File: config.mk
export PLATFORM = sky130hd
export DESIGN_NAME = char_seq_ctrl_flat
export DESIGN_NICKNAME = d
export VERILOG_FILES = /design/src/rtl/char_seq_ctrl_if.sv /design/src/rtl/char_seq_ctrl.sv /design/src/flat_wrapper.sv
export SDC_FILE = /design/constraint.sdc
export NUM_CORES = 1
export LEC_CHECK = 0
export BUFFER_PORTS_ARGS = -buffer_cell sky130_fd_sc_hd__buf_2
export CAP_MARGIN = 20
export CELL_PAD_IN_SITES_DETAIL_PLACEMENT = 1
export CELL_PAD_IN_SITES_GLOBAL_PLACEMENT = 1
export CORE_MARGIN = 1
export CORE_UTILIZATION = 35
export CTS_BUF_LIST = sky130_fd_sc_hd__clkbuf_2
export DETAILED_ROUTE_END_ITERATION = 10
export GPL_TIMING_DRIVEN = 0
export MAX_ROUTING_LAYER = met4
export PLACE_DENSITY = 0.81
export SKIP_CTS_REPAIR_TIMING = 1
export SYNTH_ARGS = -nofsm -noshare
export SYNTH_HDL_FRONTEND = slang
export SYNTH_SLANG_ARGS = --single-unit
File: constraint.sdc
create_clock -name sysclk -period 5.2 [get_ports sysclk]
set_clock_uncertainty 0.1 [all_clocks]
set_input_delay 1.04 -clock sysclk [delete_from_list [all_inputs] [get_ports sysclk]]
set_output_delay 1.04 -clock sysclk [all_outputs]
set_load 0.02 [all_outputs]
File: src/rtl/char_seq_ctrl_if.sv
// Bundle between the character sequencer and its host: control inputs, the
// ROM read channel and the display-side outputs.
interface char_seq_ctrl_if;
    logic       start;
    logic       stop;
    logic       hold;
    logic       loop_en;
    logic [3:0] last_slot;

    // ROM channel: rd_req stays high until rd_ack is sampled high; rd_data is
    // captured on that ack cycle; an rd_ack seen while rd_req is low is ignored.
    logic       rd_req;
    logic [3:0] rd_addr;
    logic       rd_ack;
    logic [7:0] rd_data;

    logic [7:0] count;
    logic [3:0] slot;
    logic       bit_out;
    logic       bit_valid;
    logic       busy;
    logic       done;
    logic [1:0] dbg_state;

    modport master (
        output start, stop, hold, loop_en, last_slot, rd_ack, rd_data,
        input  rd_req, rd_addr, count, slot, bit_out, bit_valid, busy, done, dbg_state
    );

    modport slave (
        input  start, stop, hold, loop_en, last_slot, rd_ack, rd_data,
        output rd_req, rd_addr, count, slot, bit_out, bit_valid, busy, done, dbg_state
    );
endinterface

File: src/rtl/char_seq_ctrl.sv
// Character sequencer: fetches one ROM byte per slot and shifts it out MSB-first,
// producing the bit-time count {0, slot, bit} for the display datapath.
module char_seq_ctrl #(
    parameter int TICK_DIV = 4
) (
    input  logic            sysclk,
    input  logic            rst_n,
    char_seq_ctrl_if.slave  bus
);
    localparam int              PW         = (TICK_DIV > 1) ? $clog2(TICK_DIV) : 1;
    localparam logic [PW-1:0]   PRESC_LAST = PW'(TICK_DIV - 1);

    localparam logic [1:0] S_IDLE  = 2'd0;
    localparam logic [1:0] S_FETCH = 2'd1;
    localparam logic [1:0] S_SHIFT = 2'd2;
    localparam logic [1:0] S_DONE  = 2'd3;

    logic [1:0]    r_state;
    logic [3:0]    r_slot;
    logic [2:0]    r_bit;
    logic [7:0]    r_shreg;
    logic [PW-1:0] r_presc;
    logic [3:0]    r_last;
    logic          r_rd_req;
    logic          r_bit_valid;
    logic          r_busy;
    logic          r_done;

    logic          w_tick;

    assign w_tick = (r_presc == PRESC_LAST);

    always_ff @(posedge sysclk or negedge rst_n) begin
        if (!rst_n) begin
            r_state     <= S_IDLE;
            r_slot      <= 4'd0;
            r_bit       <= 3'd0;
            r_shreg     <= 8'd0;
            r_presc     <= '0;
            r_last      <= 4'd0;
            r_rd_req    <= 1'b0;
            r_bit_valid <= 1'b0;
            r_busy      <= 1'b0;
            r_done      <= 1'b0;
        end else if (bus.stop) begin
            // Abort beats start, ack and terminal count; an acked byte is dropped.
            r_state     <= S_IDLE;
            r_slot      <= 4'd0;
            r_bit       <= 3'd0;
            r_shreg     <= 8'd0;
            r_presc     <= '0;
            r_rd_req    <= 1'b0;
            r_bit_valid <= 1'b0;
            r_busy      <= 1'b0;
            r_done      <= 1'b0;
        end else begin
            case (r_state)
                S_IDLE: begin
                    r_slot <= 4'd0;
                    r_bit  <= 3'd0;
                    if (bus.start) begin
                        r_last   <= bus.last_slot;
                        r_state  <= S_FETCH;
                        r_rd_req <= 1'b1;
                        r_busy   <= 1'b1;
                    end
                end

                S_FETCH: begin
                    if (bus.rd_ack) begin
                        r_shreg     <= bus.rd_data;
                        r_bit       <= 3'd0;
                        r_presc     <= '0;
                        r_rd_req    <= 1'b0;
                        r_bit_valid <= 1'b1;
                        r_state     <= S_SHIFT;
                    end
                end

                S_SHIFT: begin
                    if (!bus.hold) begin
                        if (!w_tick) begin
                            r_presc <= r_presc + PW'(1);
                        end else begin
                            r_presc <= '0;
                            if (r_bit != 3'd7) begin
                                r_shreg <= {r_shreg[6:0], 1'b0};
                                r_bit   <= r_bit + 3'd1;
                            end else if (r_slot < r_last) begin
                                r_slot      <= r_slot + 4'd1;
                                r_bit       <= 3'd0;
                                r_rd_req    <= 1'b1;
                                r_bit_valid <= 1'b0;
                                r_state     <= S_FETCH;
                            end else if (bus.loop_en) begin
                                r_slot      <= 4'd0;
                                r_bit       <= 3'd0;
                                r_rd_req    <= 1'b1;
                                r_bit_valid <= 1'b0;
                                r_state     <= S_FETCH;
                            end else begin
                                // Count stays at its final value through DONE.
                                r_bit_valid <= 1'b0;
                                r_busy      <= 1'b0;
                                r_done      <= 1'b1;
                                r_state     <= S_DONE;
                            end
                        end
                    end
                end

                S_DONE: begin
                    r_done  <= 1'b0;
                    r_slot  <= 4'd0;
                    r_bit   <= 3'd0;
                    r_shreg <= 8'd0;
                    r_state <= S_IDLE;
                end

                default: r_state <= S_IDLE;
            endcase
        end
    end

    assign bus.rd_req    = r_rd_req;
    assign bus.rd_addr   = r_slot;
    assign bus.count     = {1'b0, r_slot, r_bit};
    assign bus.slot      = r_slot;
    assign bus.bit_out   = r_shreg[7];
    assign bus.bit_valid = r_bit_valid;
    assign bus.busy      = r_busy;
    assign bus.done      = r_done;
    assign bus.dbg_state = r_state;
endmodule

File: src/flat_wrapper.sv
// flat-port wrapper written by rule: the top's interface ports become plain ports
module char_seq_ctrl_flat 
#(
    parameter int TICK_DIV = 4
)
  (sysclk, rst_n, bus_start, bus_stop, bus_hold, bus_loop_en, bus_last_slot, bus_rd_ack, bus_rd_data, bus_rd_req, bus_rd_addr, bus_count, bus_slot, bus_bit_out, bus_bit_valid, bus_busy, bus_done, bus_dbg_state);
  char_seq_ctrl_if bus_i ();
  input  logic sysclk;
  input  logic rst_n;
  input wire logic [$bits(bus_i.start)-1:0] bus_start;
  input wire logic [$bits(bus_i.stop)-1:0] bus_stop;
  input wire logic [$bits(bus_i.hold)-1:0] bus_hold;
  input wire logic [$bits(bus_i.loop_en)-1:0] bus_loop_en;
  input wire logic [$bits(bus_i.last_slot)-1:0] bus_last_slot;
  input wire logic [$bits(bus_i.rd_ack)-1:0] bus_rd_ack;
  input wire logic [$bits(bus_i.rd_data)-1:0] bus_rd_data;
  output wire logic [$bits(bus_i.rd_req)-1:0] bus_rd_req;
  output wire logic [$bits(bus_i.rd_addr)-1:0] bus_rd_addr;
  output wire logic [$bits(bus_i.count)-1:0] bus_count;
  output wire logic [$bits(bus_i.slot)-1:0] bus_slot;
  output wire logic [$bits(bus_i.bit_out)-1:0] bus_bit_out;
  output wire logic [$bits(bus_i.bit_valid)-1:0] bus_bit_valid;
  output wire logic [$bits(bus_i.busy)-1:0] bus_busy;
  output wire logic [$bits(bus_i.done)-1:0] bus_done;
  output wire logic [$bits(bus_i.dbg_state)-1:0] bus_dbg_state;
  assign bus_i.start = bus_start;
  assign bus_i.stop = bus_stop;
  assign bus_i.hold = bus_hold;
  assign bus_i.loop_en = bus_loop_en;
  assign bus_i.last_slot = bus_last_slot;
  assign bus_i.rd_ack = bus_rd_ack;
  assign bus_i.rd_data = bus_rd_data;
  assign bus_rd_req = bus_i.rd_req;
  assign bus_rd_addr = bus_i.rd_addr;
  assign bus_count = bus_i.count;
  assign bus_slot = bus_i.slot;
  assign bus_bit_out = bus_i.bit_out;
  assign bus_bit_valid = bus_i.bit_valid;
  assign bus_busy = bus_i.busy;
  assign bus_done = bus_i.done;
  assign bus_dbg_state = bus_i.dbg_state;
  char_seq_ctrl #(.TICK_DIV(TICK_DIV)) u_core (.sysclk(sysclk), .rst_n(rst_n), .bus(bus_i));
endmodule
Word-level counts from Yosys, hierarchy flattened. Index checks and enable logic that the tools add are counted.

$add $sub $neg: 3. $mul: 0. Divide/modulo/power cells: 0. Magnitude comparators: 1. Eq/ne operators: 15. Shift operators: 0. Muxes and demuxes: 64. Bitwise gates (word level): 1. Reductions and logical operators: 18.

Operator list (count): $mux W8 (5); $mux W1 (25); $mux W2 (12); $mux W4 (6); $pmux W8 S3 (1); $mux W3 (7); $ne A3 B3 Y1 const B (7); $reduce_and A5 Y1 (4); $reduce_and A7 Y1 (2); $reduce_bool A3 Y1 (4); $pmux W3 S3 (1); $pmux W2 S4 (1); $pmux W4 S2 (1); $reduce_bool A4 Y1 (2); $eq A2 B2 Y1 const B (3); $ne A3 B2 Y1 const B (2); $pmux W1 S2 (3); $reduce_and A3 Y1 (2); $reduce_and A6 Y1 (1); $ne A5 B3 Y1 const B (1); $add A4 B1 Y4 const B (1); $lt A4 B4 Y1 (1); $ne A4 B3 Y1 const B (1); $pmux W2 S2 (1); 8 further kinds (8).

Flip-flop bits (word level): 27. Bits in latches: 0. RAM bits: 0. ROM bits: 0. Input port bits: 19. Output and inout port bits: 23. Logic and storage cells: 112. Memories: 0.

Depth between registers and ports, before layout.
Word-level depth: 7. Mapped depth: 8. Mapped depth without buffers: 7.

Worst setup path after synthesis. No wires, ideal clock.

Path type: in2reg. From: in bus_hold. To: reg u_core.r_slot[0], in the netlist u_core.bus.rd_addr[0]. Library setup time: 125 ps. Arrival time: 1967 ps. Path slack: 3008 ps. Cell stages on the path: 5. Cell sequence: nand2b_1 nor2_1 a211oi_1 or2_1 mux2_2.

Cells in the longest elaborated chain, start to end: 2.

Ends and longest elaborated chain: start, declared (line flat_wrapper.sv:12) `input wire logic [$bits(bus_i.hold)-1:0] bus_hold;`; $ne A3 B3 Y1 (no source line); $reduce_and A5 Y1 (no source line); end signal, assigned (line char_seq_ctrl.sv:90) `r_slot <= r_slot + 4'd1;`; end, declared (line char_seq_ctrl.sv:19) `logic [3:0] r_slot;`.

Every way passes these cells. A chain may end at the register's enable or synchronous reset.

Final worst setup path.
From: reg u_core.r_state[0], in the netlist u_core.bus.dbg_state[0]. To: reg u_core.r_shreg[7].

Cells in the longest elaborated chain, start to end: 3. Elaborated cells between the ends (all ways): 11.

Ends and longest elaborated chain: start, declared (line char_seq_ctrl.sv:18) `logic [1:0] r_state;`; start signal, assigned (line char_seq_ctrl.sv:35) `r_state <= S_IDLE;`; start signal, assigned (line char_seq_ctrl.sv:47) `r_state <= S_IDLE;`; start signal, assigned (line char_seq_ctrl.sv:63) `r_state <= S_FETCH;`; $eq A2 B2 Y1 / $eq A2 B1 Y1 (equally long branches) (line char_seq_ctrl.sv:57) `case (r_state)`; $ne A3 B2 Y1 (no source line) (tied with other cells); $reduce_and A5 Y1 (no source line) / $mux W8 (equally long branches); end signal, assigned (line char_seq_ctrl.sv:71) `r_shreg <= bus.rd_data;`; end signal, assigned (line char_seq_ctrl.sv:87) `r_shreg <= {r_shreg[6:0], 1'b0};`; end, declared (line char_seq_ctrl.sv:21) `logic [7:0] r_shreg;`.

Several ways; a longest one is shown, not always the timed one.

==> impl_metrics.env <==
export IMPL_syn_to_final_growth_pct=17.9
export IMPL_p_leak_uw=0.000970
export IMPL_routed_wirelength_mm=3.52
export IMPL_drv_cap=0
export IMPL_synth_area_mm2=0.00161
export IMPL_ys_warn_count=0
export IMPL_fin_setup_tns_ns=0
export IMPL_criticalPathCategory="reg2reg"
export IMPL_finalSetupViolCount=0
export IMPL_yosysTopAreaCellShare_pct=42.1
export IMPL_yosys_area_share_xor_xnor_pct=0.546
export IMPL_final_area_mm2=0.00189
export IMPL_rr_worst_depth=8
export IMPL_slew_headroom_pct=58.2
export IMPL_nets=235
export IMPL_cts_sinks=27
export IMPL_hold_slack_ns=0.412
export IMPL_die_h_um=69.7
export IMPL_worstSetupEndpointType="flip-flop"
export IMPL_clockBufferDepth=2
export IMPL_min_path_type="reg2reg"
export IMPL_path_clk_slew_ns=0.29
export IMPL_finalHoldViolations=0
export IMPL_yosysUniqueCellTypes=44
export IMPL_buffer_ports_inserted=40
export IMPL_wl_per_cell_um=13.7
export IMPL_dr_pass1_iters=4
export IMPL_timing_fmax_ghz=0.414
export IMPL_initial_utilization_pct=36.6
export IMPL_antenna_found_initial=0
export IMPL_yosysTopAreaCell="dfrtp_1"
export IMPL_yosys_top_cells_area="dfrtp_1 (42%), ha_1 (8.6%), buf_4 (4.2%)"
export IMPL_cts_buffers_inserted=3
export IMPL_fp_dieW_um=69.7
export IMPL_syn_nets=190
export IMPL_grt_pass1_vias=1318
export IMPL_cts_tree="done"
export IMPL_dpl_hpwl_mm=2.74
export IMPL_ys_seq_elements=27
export IMPL_antenna_cells=0
export IMPL_arrival_ns=2.65
export IMPL_insertion_delay_ns=0.39
export IMPL_worstPathMaxFanout=10
export IMPL_min_path_cells=2
export IMPL_coreArea_mm2=0.00438
export IMPL_vias=1323
export IMPL_powerDensity_mw_per_mm2=410
export IMPL_synth_compound_area_share_pct=18.9
export IMPL_stdcell_count=256
export IMPL_drt_antenna_violating_nets=0
export IMPL_grt_max_degree=28
export IMPL_synth_fa_ha_area_share_pct=8.57
export IMPL_yosysSeqAreaShare_pct=42.1
export IMPL_row_count=24
export IMPL_grt_overflow_total=0
export IMPL_cts_root_buf="clkbuf_2"
export IMPL_track_usage_pct=15.6
export IMPL_drive_above_1_share_pct=34.3
export IMPL_synthSimpleGateAreaFrac_pct=18.6
export IMPL_grt_pass1_wl_mm=5.99
export IMPL_required_ns=5.43
export IMPL_post_route_min_period_ns=2.42
export IMPL_dieArea_mm2=0.00486
export IMPL_postSynthCellCount=160
export IMPL_place_congestion=0.761
export IMPL_htreeDepth=1
export IMPL_startpoint_type="flip-flop"
export IMPL_finalCritPeriodShare_pct=46.5
export IMPL_io_pins=42
export IMPL_place_area_mm2=0.00187
export IMPL_ir_drop_mv=0.172
export IMPL_synth_mux_area_share_pct=4.13
export IMPL_worst_pin_slew_ns=0.627
export IMPL_syn_avg_cell_area_um2=10.0
export IMPL_regToRegSetupSlack_ns=2.78
export IMPL_drt_iter0_drc=20
export IMPL_status="completed"
export IMPL_grt_setup_unrepaired="false"
export IMPL_synth_top_family_by_area="compound AO/OA/AOI/OAI gates"
export IMPL_place_inst=252
export IMPL_via_per_inst=5.17
export IMPL_drcViolationCount=0
export IMPL_maxSlewViolCount=0
-- Yosys cell counts, drive strengths merged --
master,n
dfrtp,27
nand2,17
buf,11
ha,11
nor2,10
o21ai,9
a22oi,7
inv,7
a21oi,6
nor3,6
mux2,5
nand2b,5
nand3,4
a21o,3
a22o,3
a32o,3
a31oi,2
clkbuf,2
nand3b,2
nor2b,2
nor4,2
or2,2
a2111oi,1
a211oi,1
a31o,1
conb,1
mux2i,1
nand4,1
nand4b,1
o2111a,1
o21a,1
o221ai,1
o32a,1
or3,1
or4b,1
xnor2,1
-- per-layer routing --
metal  global-route usage [%]  vias up  routed length (µm)
met5                        -        -                   0
met4                     2.67        0                  27
met3                     2.91        4                 163
met2                     27.0       35                1640
met1                     19.4      633                1690
li1                         -      651                   -
-- critical path, cell delays in order, from the launching register on --
cell	delay, ns
dfrtp_1	0.54
inv_1	0.12
ha_1	0.28
nor3_2	0.55
nand2b_1	0.10
o221ai_1	0.21
buf_2	0.31
nand2_1	0.07
o21ai_0	0.08
-- per-stage QoR --
| stage | worst slack (ns) | util [%] | power [µW] |
|---|---|---|---|
| final | 2.78 | 43.2 | 776 |
| after global placement | 2.58 | 42.7 | 684 |
| after CTS | 2.73 | 43.2 | 788 |
| after floorplan | 3.01 | - | 594 |
| after detailed placement | 2.56 | 42.7 | 698 |
| after global routing | 2.49 | 43.2 | 842 |
-- cell usage in the layout (no fill, tap or decap), drive strengths merged, types with 3 or more instances in the layout --
cell | netlist | layout
a21o | 3 | 3
a21oi | 6 | 6
a22o | 3 | 3
a22oi | 7 | 7
a32o | 3 | 3
buf | 11 | 51
clkbuf | 2 | 5
dfrtp | 27 | 27
ha | 11 | 11
inv | 7 | 7
mux2 | 5 | 5
nand2 | 17 | 17
nand2b | 5 | 5
nand3 | 4 | 4
nor2 | 10 | 10
nor3 | 6 | 6
o21ai | 9 | 9
-- kinds of logic after synthesis --
logic type | count (synthesis)
adder cells (fa/ha/maj) | 11
XOR/XNOR | 1
AND/OR/NAND/NOR | 54
multiplexers | 6
AO/OA/AOI/OAI | 40
buffers and inverters | 20
other | 1
flip-flops | 27
-- power by group --
group          total, µW  internal (µW)  switching, µW
Sequential           329            278           51.2
Clock               89.0           17.8           71.2
Combinational        358            148            211
Total                776            443            333
-- flip-flops by register name, indices dropped and copies added, names as in the netlist --
name,cells
u_core.bus.rd_req,1
u_core.r_last,4
u_core.bus.rd_addr,4
u_core.bus.bit_valid,1
u_core.bus.busy,1
u_core.r_bit,3
u_core.bus.dbg_state,2
u_core.r_shreg,8
u_core.r_presc,2
u_core.bus.done,1
-- worst paths after layout --
| kind | from | end |
|---|---|---|
| max | u_core.bus.dbg_state[0] | u_core.r_shreg[7] |
| min | u_core.r_presc[1] | u_core.r_presc[1] |
| max reg2reg | u_core.bus.dbg_state[0] | u_core.r_shreg[7] |
| min reg2reg | u_core.r_presc[1] | u_core.r_presc[1] |
| max in group asynchronous | rst_n | u_core.r_shreg[1] |
| min in group asynchronous | rst_n | u_core.bus.rd_addr[3] |
-- layout make-up --
class | instances | area [µm²]
Fill cell | 534 | 2490
Multi-Input combinational cell | 113 | 818
Sequential cell | 27 | 676
Timing Repair Buffer | 40 | 200
Buffer | 13 | 85.1
Tap cell | 52 | 65.1
Inverter | 7 | 26.3
Clock buffer | 3 | 15.0
Clock inverter | 1 | 7.51
No activity file was read; power rests on OpenSTA's default activity.
